===== src/rtl/inst_loader_pkg.sv =====
// rtl/inst_loader_pkg.sv - shared constants, FSM encoding and address helper for inst_loader
//
// Purpose: single home for instruction-memory geometry, the loader state
// encoding and the word-index to byte-address mapping.
package inst_loader_pkg;

  localparam int INST_ADDR_WIDTH     = 16;  // byte address width of instruction memory
  localparam int INST_DATA_BIT_WIDTH = 16;  // instruction word width
  localparam int INST_MEM_SIZE       = 26;  // capacity in instruction words
  localparam int NUM_BYTES_IN_INST   = 2;   // byte address step per word
  localparam int LEN_WIDTH           = 8;   // width of the word-count input
  localparam int BYTE_WIDTH          = 8;

  localparam logic [2:0] ST_IDLE    = 3'd0;
  localparam logic [2:0] ST_RECV_HI = 3'd1;
  localparam logic [2:0] ST_RECV_LO = 3'd2;
  localparam logic [2:0] ST_WRITE   = 3'd3;
  localparam logic [2:0] ST_DONE    = 3'd4;

  // Byte address of instruction word number cnt.
  function automatic logic [INST_ADDR_WIDTH-1:0] word_addr(input logic [LEN_WIDTH-1:0] cnt);
    logic [INST_ADDR_WIDTH-1:0] a;
    a = INST_ADDR_WIDTH'(cnt);
    return a * INST_ADDR_WIDTH'(NUM_BYTES_IN_INST);
  endfunction

  // A load length is usable only if it is non-zero and fits in memory.
  function automatic logic len_ok(input logic [LEN_WIDTH-1:0] len);
    return (len != '0) && (len <= LEN_WIDTH'(INST_MEM_SIZE));
  endfunction

endpackage


===== src/rtl/inst_loader_word_packer.sv =====
// rtl/inst_loader_word_packer.sv - captures high and low bytes and presents the packed word
//
// Ports:
//   clk_i    in   clock
//   rst_ni   in   asynchronous active-low reset, clears both bytes
//   hi_we_i  in   capture byte_i as the high byte
//   lo_we_i  in   capture byte_i as the low byte
//   byte_i   in   incoming stream byte
//   word_o   out  {hi, lo}
module inst_loader_word_packer
  import inst_loader_pkg::*;
(
  input  logic                           clk_i,
  input  logic                           rst_ni,
  input  logic                           hi_we_i,
  input  logic                           lo_we_i,
  input  logic [BYTE_WIDTH-1:0]          byte_i,
  output logic [INST_DATA_BIT_WIDTH-1:0] word_o
);

  logic [BYTE_WIDTH-1:0] hi_q, hi_d;
  logic [BYTE_WIDTH-1:0] lo_q, lo_d;

  always_comb begin
    hi_d = hi_we_i ? byte_i : hi_q;
    lo_d = lo_we_i ? byte_i : lo_q;
  end

  always_ff @(posedge clk_i or negedge rst_ni) begin
    if (!rst_ni) begin
      hi_q <= '0;
      lo_q <= '0;
    end else begin
      hi_q <= hi_d;
      lo_q <= lo_d;
    end
  end

  assign word_o = {hi_q, lo_q};

endmodule


===== src/rtl/inst_loader.sv =====
// rtl/inst_loader.sv - loads a byte-streamed program into instruction memory while holding the CPU
//
// Ports:
//   clk_i       in   clock, all state on rising edge
//   rst_ni      in   asynchronous active-low reset
//   start_i     in   load request, honoured only in IDLE or DONE
//   load_len_i  in   number of words to load, sampled with start_i
//   in_valid_i  in   byte-stream valid
//   in_byte_i   in   byte-stream data, high byte of each word first
//   in_ready_o  out  byte accepted when in_valid_i & in_ready_o
//   wr_en_o     out  instruction-memory write strobe (one cycle per word)
//   wr_addr_o   out  byte address of the write
//   wr_data_o   out  {hi, lo} word being written
//   cpu_hold_o  out  1 = CPU held in reset
//   done_o      out  load complete
//   err_o       out  last start carried an unusable length
module inst_loader
  import inst_loader_pkg::*;
(
  input  logic                           clk_i,
  input  logic                           rst_ni,
  input  logic                           start_i,
  input  logic [LEN_WIDTH-1:0]           load_len_i,
  input  logic                           in_valid_i,
  input  logic [BYTE_WIDTH-1:0]          in_byte_i,
  output logic                           in_ready_o,
  output logic                           wr_en_o,
  output logic [INST_ADDR_WIDTH-1:0]     wr_addr_o,
  output logic [INST_DATA_BIT_WIDTH-1:0] wr_data_o,
  output logic                           cpu_hold_o,
  output logic                           done_o,
  output logic                           err_o
);

  logic [2:0]                 state_q, state_d;
  logic [LEN_WIDTH-1:0]       len_q, len_d;
  logic [LEN_WIDTH-1:0]       cnt_q, cnt_d;
  logic                       wr_en_q, wr_en_d;
  logic [INST_ADDR_WIDTH-1:0] wr_addr_q, wr_addr_d;
  logic                       cpu_hold_q, cpu_hold_d;
  logic                       done_q, done_d;
  logic                       err_q, err_d;
  logic                       handshake;
  logic                       hi_we;
  logic                       lo_we;

  assign in_ready_o = (state_q == ST_RECV_HI) || (state_q == ST_RECV_LO);
  assign handshake  = in_valid_i & in_ready_o;

  always_comb begin
    state_d    = state_q;
    len_d      = len_q;
    cnt_d      = cnt_q;
    wr_en_d    = 1'b0;
    wr_addr_d  = wr_addr_q;
    cpu_hold_d = cpu_hold_q;
    done_d     = done_q;
    err_d      = err_q;
    hi_we      = 1'b0;
    lo_we      = 1'b0;

    case (state_q)
      ST_IDLE, ST_DONE: begin
        if (start_i) begin
          if (!len_ok(load_len_i)) begin
            err_d = 1'b1;
          end else begin
            len_d      = load_len_i;
            cnt_d      = '0;
            err_d      = 1'b0;
            done_d     = 1'b0;
            cpu_hold_d = 1'b1;
            state_d    = ST_RECV_HI;
          end
        end
      end
      ST_RECV_HI: begin
        if (handshake) begin
          hi_we   = 1'b1;
          state_d = ST_RECV_LO;
        end
      end
      ST_RECV_LO: begin
        // Strobe and address are registered here so they appear during WRITE,
        // together with the packer output that captures the low byte on this edge.
        if (handshake) begin
          lo_we     = 1'b1;
          wr_en_d   = 1'b1;
          wr_addr_d = word_addr(cnt_q);
          state_d   = ST_WRITE;
        end
      end
      ST_WRITE: begin
        cnt_d = cnt_q + 1'b1;
        if ((cnt_q + 1'b1) == len_q) begin
          done_d     = 1'b1;
          cpu_hold_d = 1'b0;
          state_d    = ST_DONE;
        end else begin
          state_d = ST_RECV_HI;
        end
      end
      default: state_d = ST_IDLE;
    endcase
  end

  always_ff @(posedge clk_i or negedge rst_ni) begin
    if (!rst_ni) begin
      state_q    <= ST_IDLE;
      len_q      <= '0;
      cnt_q      <= '0;
      wr_en_q    <= 1'b0;
      wr_addr_q  <= '0;
      cpu_hold_q <= 1'b1;
      done_q     <= 1'b0;
      err_q      <= 1'b0;
    end else begin
      state_q    <= state_d;
      len_q      <= len_d;
      cnt_q      <= cnt_d;
      wr_en_q    <= wr_en_d;
      wr_addr_q  <= wr_addr_d;
      cpu_hold_q <= cpu_hold_d;
      done_q     <= done_d;
      err_q      <= err_d;
    end
  end

  inst_loader_word_packer u_packer (
    .clk_i   (clk_i),
    .rst_ni  (rst_ni),
    .hi_we_i (hi_we),
    .lo_we_i (lo_we),
    .byte_i  (in_byte_i),
    .word_o  (wr_data_o)
  );

  assign wr_en_o    = wr_en_q;
  assign wr_addr_o  = wr_addr_q;
  assign cpu_hold_o = cpu_hold_q;
  assign done_o     = done_q;
  assign err_o      = err_q;

endmodule

===== config.mk =====
export PLATFORM = sky130hd
export DESIGN_NAME = inst_loader
export DESIGN_NICKNAME = d
export VERILOG_FILES = /design/src/rtl/inst_loader_pkg.sv /design/src/rtl/inst_loader_word_packer.sv /design/src/rtl/inst_loader.sv
export SDC_FILE = /design/constraint.sdc
export NUM_CORES = 1
export LEC_CHECK = 0
export BUFFER_PORTS_ARGS = -buffer_cell sky130_fd_sc_hd__buf_2
export CORE_ASPECT_RATIO = 0.9
export CORE_MARGIN = 4
export CORE_UTILIZATION = 25
export DETAILED_ROUTE_END_ITERATION = 12
export GPL_TIMING_DRIVEN = 0
export PLACE_DENSITY_LB_ADDON = 0.15
export SLEW_MARGIN = 20
export SYNTH_ARGS = -nofsm -noshare
export SYNTH_HDL_FRONTEND = slang
export SYNTH_SLANG_ARGS = --single-unit

===== constraint.sdc =====
create_clock -name clk_i -period 1.93 [get_ports clk_i]
set_input_delay 0.193 -clock clk_i [delete_from_list [all_inputs] [get_ports clk_i]]
set_output_delay 0.193 -clock clk_i [all_outputs]
set_load 0.05 [all_outputs]

==> results of run 1 <==
-- cell usage after synthesis, drive strengths merged, types with 3 or more instances --
cell type  count
a21oi          3
and3           3
buf           19
dfrtp         46
mux2          29
nand2         12
nand3          3
nor2          16
nor2b          6
nor3           7
o21ai         11
xnor2          9
-- path summary, 6_finish.rpt --
check / startpoint / to / cells past startpoint
worst max-delay path: state_q[0]$_DFFE_PN0P_ / u_packer.lo_q[3]$_DFFE_PN0P_ / 5
worst min-delay path: in_byte_i[2] / u_packer.lo_q[2]$_DFFE_PN0P_ / 2
worst max register to register: state_q[0]$_DFFE_PN0P_ / u_packer.lo_q[3]$_DFFE_PN0P_ / 5
worst min register to register: err_o$_DFFE_PN0P_ / err_o$_DFFE_PN0P_ / 2
max in group asynchronous: rst_ni / cnt_q[0]$_DFFE_PN0P_ / 2
min in group asynchronous: rst_ni / cnt_q[6]$_DFFE_PN0P_ / 2
-- flip-flops by register name (all words and copies together), names as in the netlist --
signal,count
wr_addr_o,8
wr_en_o,1
cpu_hold_o,1
u_packer.hi_q,8
done_o,1
state_q,3
err_o,1
u_packer.lo_q,8
len_q,8
cnt_q,8
-- per-layer routing --
| metal | up-vias | track usage, % | part of all wire [%] |
|---|---|---|---|
| li1 | 793 | - | - |
| met1 | 768 | 13.5 | 50 |
| met2 | 37 | 14.5 | 44 |
| met3 | 5 | 2.42 | 4.9 |
| met4 | 0 | 4.03 | 1.6 |
| met5 | - | 0 | 0 |
-- cell usage in the layout (no fill, tap or decap), types with 2 or more instances in the layout --
master,count
a21o_1,2
a21oi_1,3
and3_1,2
and3b_1,2
buf_2,49
buf_4,17
buf_6,2
bufinv_16,2
clkbuf_1,2
clkbuf_8,5
conb_1,8
dfrtp_1,44
dfrtp_2,2
mux2_2,27
mux2_4,2
mux2i_1,2
nand2_1,12
nand4_1,2
nor2_1,14
nor2b_1,6
nor3_1,7
o21ai_0,9
o21ai_1,2
o31ai_1,2
xnor2_1,9
xor2_1,2
-- power by group --
part           switching, mW  leakage [nW]  internal, mW  total (mW)
Clock                  0.324        0.0654         0.518       0.841
Combinational           1.73         0.709         0.868        2.60
Sequential             0.219         0.592          1.36        1.58
Total                   2.27          1.37          2.75        5.02
-- cell families (layout without fill, tap and decap cells) --
family | count (synthesis) | count (layout) | share of synthesized area [%]
AOI/OAI and AO/OA | 27 | 27 | 8.15
xor gates and xnor gates | 11 | 11 | 4.18
adders and majority gates | 1 | 1 | 0.543
buffers and inverters | 21 | 80 | 6.52
DFF | 47 | 47 | 51.1
muxes | 31 | 31 | 15.4
other | 1 | 8 | 0.163
and+or+nand+nor | 56 | 56 | 14.0
-- through the flow --
| stage | util (%) | hold slack, ps | cell area, µm² | cells |
|---|---|---|---|---|
| global placement | 31.0 | 441 | 2720 | 369 |
| floorplan | - | -103 | 2330 | 202 |
| finish | 33.2 | 131 | 2910 | 380 |
| global route | 33.2 | 128 | 2910 | 380 |
| detailed placement | 31.0 | 260 | 2720 | 369 |
| CTS | 32.7 | 120 | 2870 | 378 |
-- worst max-delay path: stages, from the launching register on --
cell and delay [ps]:
dfrtp_1 380, buf_6 140, nor4bb_1 350, clkbuf_4 300, buf_4 220, mux2_2 350
-- what timing repair did --
action	in CTS	in global routing
pin swaps	1	1
hold endpoints to repair	46	0
setup buffers	0	2
gates resized for setup	3	4
hold buffers	1	0
endpoints found under the setup margin	4	9
-- final cells by class --
cell class                 count  area, µm²  share of cell area [%]
timing repair buffer          51        268                    9.20
multi-input combinational    134       1030                    35.3
tap                          119        149                    5.12
sequential                    47       1180                    40.6
buffer                        20        149                    5.12
clock buffer                   6       72.6                    2.49
clock inverter                 2       60.1                    2.06
inverter                       1       3.75                   0.129
==> results.md, run 1 <==
* P&R area growth vs syn at 26.3%
* Via count at 1603
* Vias in the first global route at 1632
* Die W at 109 µm
* Clock sinks at 47
* Synth Cell Area at 0.00230 mm²
* Antenna viol nets, final at 0
* Status: finished clean
* Clock slew at reported path FFs at 90 ps
* Port bufs at 48
* Final RePlAce weighted congestion at 0.751
* GRT Residual Overflow at 0
* Root buf cell: clkbuf_8
* Top cell type's share of synthesized area at 50.0%
* DIE HEIGHT at 99.1 µm
* Drt total wl at 4.93 mm
* Fin crit share at 96.1%
* I/O Pins at 57
* F_max at 539 MHz
* Reg2reg setup slack at 80 ps
* Syn_area_per_cell at 11.8 µm²
* Kind of critical path: flip-flop to flip-flop
* Die Area at 0.0108 mm²
* TNS Setup at 0 ps
* Max Slew Vio Count at 0
* Skew-Pair Late Insertion Delay at 300 ps
* Share of post-route cells with drive strength above 1 at 46.0%
* Max Cap Violations at 0
* Core area at 0.00877 mm²
* Synth area leader: dfrtp_1
* Unrepaired setup endpoints after global routing: false
* Seq/Total Area, Yosys at 51.1%
* CTS tree: built
* Htree depth at 2
* Worst VDD drop at 0.000562 V
* Initial core utilization at 26.3%
* Fin worst setup slack at 75.7 ps
* Net count reported at finish at 281
* Asr flop ratio synth at 100%
* DR iter-0 viols at 53
* CP max FO at 10
* Crit path DAT at 2040 ps
* Max Clock Skew at 8.28 ps
* Cells after Synth at 195
* Crit. End Element: flip-flop
* Min Clock Period, post-route at 1850 ps
* Inserted Diodes at 0
* Largest net degree at the start of global routing at 48
* First-pass GRT wire length at 8.28 mm
* Critical Path RT at 2110 ps
* Leak at 1.37 nW
* Worst Tran Pin Value at 614 ps
* Hold Crit Class: primary input to flip-flop
* Tot GR Track Use at 9.78%
* Antenna violations before repair at 0
* Setup Viol. Count Final at 0
* Post-DR vias/cell at 4.22
* Wirelength per Cell at 13.0 µm
* Pre-CTS setup slack at -111 ps
* Startpoint types: flip-flop
* PnR Total Power at 5.02 mW
* DR DRC count at 0
* Fillers at 892
* Detailed Place HPWL at 3.63 mm
* Post-synth EDFFs at 0
* Top cells by area, synth: dfrtp_1, mux2_2, buf_4
* Endpoints failing hold at 0
* Cell area power density at 1730 mW/mm²
* Main synth FF type: dfrtp_1
* Drt pass-1 iters at 4
* CTS buffer count at 5
* Post-synth cell types at 46
* Synthesized flop and latch total at 47
* Slew HR at 59.1%
* YS warnings at 0
* CTS max path bufs at 2
* FP Rows at 32
(Power assumes the default switching activity.)
==> run 2, diff against run 1 <==
--- a/config.mk
+++ b/config.mk
@@ -11,7 +11,7 @@
 export CORE_UTILIZATION = 25
 export DETAILED_ROUTE_END_ITERATION = 12
 export GPL_TIMING_DRIVEN = 0
-export PLACE_DENSITY_LB_ADDON = 0.15
+export PLACE_DENSITY = 0.47
 export SLEW_MARGIN = 20
 export SYNTH_ARGS = -nofsm -noshare
 export SYNTH_HDL_FRONTEND = slang
==> run 2 against run 1 <==
Combinational power is essentially flat. Register-to-register slack better by 80 ps. Routed wire length down 2.5%. Critical path type unchanged. Critical endpoint is now state_q[2]$_DFFE_PN0P_.
==> results.md, run 2 (same netlist as run 1, synthesis figures left out) <==
* Status: finished clean
* Worst VDD drop at 0.000526 V
* CTS tree: built
* Min Clock Period, post-route at 1770 ps
* DP Area at 0.00272 mm²
* Startpoint types: flip-flop
* Tot GR Track Use at 9.20%
* Wirelength per Cell at 12.6 µm
* RR Startpoint: cnt_q[1]$_DFFE_PN0P_
* Hold Crit Class: primary input to flip-flop
* Share of post-route cells with drive strength above 1 at 46.2%
* Endpoints failing hold at 0
* Fin worst setup slack at 157 ps
* Largest net degree at the start of global routing at 48
* Initial core utilization at 26.3%
* Post-DR vias/cell at 4.18
* F_max at 564 MHz
* CTS buffer count at 5
* Worst Reg2Reg Path Length in Cells at 6
* Unrepaired setup endpoints after global routing: false
* HP Start: in_byte_i[4]
* Inserted Diodes at 0
* PnR Total Power at 4.82 mW
* Hold endpoint: u_packer.lo_q[4]$_DFFE_PN0P_
* DIE HEIGHT at 99.1 µm
* Clock sinks at 47
* Drt total wl at 4.81 mm
* Vias in the first global route at 1489
* Critical Path RT at 2170 ps
* FP Rows at 32
* Leak at 1.35 nW
* Reg2reg setup slack at 160 ps
* Drt pass-1 iters at 4
* Net count reported at finish at 282
* Max Slew Vio Count at 0
* DR DRC count at 0
* CP max FO at 5
* Die Area at 0.0108 mm²
* Kind of critical path: flip-flop to flip-flop
* Commonest non-fill, non-tap cell in the layout: buf_2
* First-pass GRT wire length at 7.91 mm
* Crit path DAT at 2010 ps
* Fin area at 0.00288 mm²
* Skew-Pair Late Insertion Delay at 300 ps
* Slew HR at 59.0%
* R2r endpoint: state_q[2]$_DFFE_PN0P_
* Antenna violations before repair at 0
* Via count at 1593
* CTS max path bufs at 2
* Antenna viol nets, final at 0
* Hold depth at 2
* Htree depth at 2
* P&R area growth vs syn at 24.9%
* Max Clock Skew at 5.68 ps
* Setup Viol. Count Final at 0
* Core area at 0.00877 mm²
* GRT Residual Overflow at 0
* I/O Pins at 57
* Final RePlAce weighted congestion at 0.730
* Max Cap Violations at 0
* Most frequent cells in the layout: buf_2, dfrtp_1, mux2_2
* Detailed Place HPWL at 3.51 mm
* Clock slew at reported path FFs at 90 ps
* Fillers at 908
* Pre-CTS setup slack at -123 ps
* Die W at 109 µm
* WHS at 132 ps
* Worst Tran Pin Value at 615 ps
* Cell area power density at 1670 mW/mm²
* Root buf cell: clkbuf_8
* Port bufs at 48
* Crit. End Element: flip-flop
* DR iter-0 viols at 64
* Fin crit share at 91.9%
run 2: what timing repair did:
item                                    CTS  global route
pin swaps                                 0             1
endpoints found under the setup margin    4            12
gates resized for setup                   3             4
hold endpoints to repair                  0            46
setup buffers                             0             3
hold buffers                              0             1
run 2: power breakdown:
group	switching [mW]	leakage, nW	internal [mW]	total [mW]
logic	1.72	0.714	0.876	2.59
registers	0.219	0.592	1.36	1.58
clock network	0.348	0.0474	0.293	0.641
total	2.29	1.35	2.53	4.82
run 2: per-stage QoR:
| stage | instances | utilization (%) | setup TNS (ps) |
|---|---|---|---|
| 5_1_grt | 381 | 32.8 | 0 |
| 4_1_cts | 377 | 32.2 | 0 |
| 2_1_floorplan | 202 | - | 0 |
| 6_report | 381 | 32.8 | 0 |
| 3_3_place_gp | 369 | 31.0 | -255 |
| 3_5_place_dp | 369 | 31.0 | -272 |
run 2: layout make-up:
cell class | count | area (µm²) | share of cell area [%]
flip-flops and latches | 47 | 1180 | 41.0
multi-input cells | 134 | 1020 | 35.5
repair buffers | 52 | 275 | 9.57
plain buffers | 20 | 149 | 5.18
well taps | 119 | 149 | 5.18
clock buffers | 6 | 82.6 | 2.87
clock inverters | 2 | 16.3 | 0.565
inverters | 1 | 3.75 | 0.130
run 2: per-layer routing:
| layer | global-route usage [%] | wire length, µm |
|---|---|---|
| met1 | 14.2 | 2530 |
| met4 | 2.88 | 62 |
| met3 | 1.83 | 229 |
| met5 | 0 | 0 |
| met2 | 12.7 | 1990 |
run 2: worst max path at each step:
stage,depth (start not counted),slack [ps],endpoint,start
floorplan,6,170,state_q[2]$_DFFE_PN0P_,cnt_q[0]$_DFFE_PN0P_
global placement,6,-120,state_q[2]$_DFFE_PN0P_,cnt_q[0]$_DFFE_PN0P_
detailed placement,6,-120,state_q[2]$_DFFE_PN0P_,cnt_q[0]$_DFFE_PN0P_
CTS,6,20,state_q[2]$_DFFE_PN0P_,cnt_q[1]$_DFFE_PN0P_
global route,6,30,state_q[2]$_DFFE_PN0P_,cnt_q[0]$_DFFE_PN0P_
finish,6,160,state_q[2]$_DFFE_PN0P_,cnt_q[1]$_DFFE_PN0P_
run 2: worst max-delay path, stage by stage (launching register included):
cell and delay (ps):
dfrtp_2 480, ha_4 210, xor2_1 170, nor3_1 220
o22ai_2 140, nor4_4 350, a31o_1 140
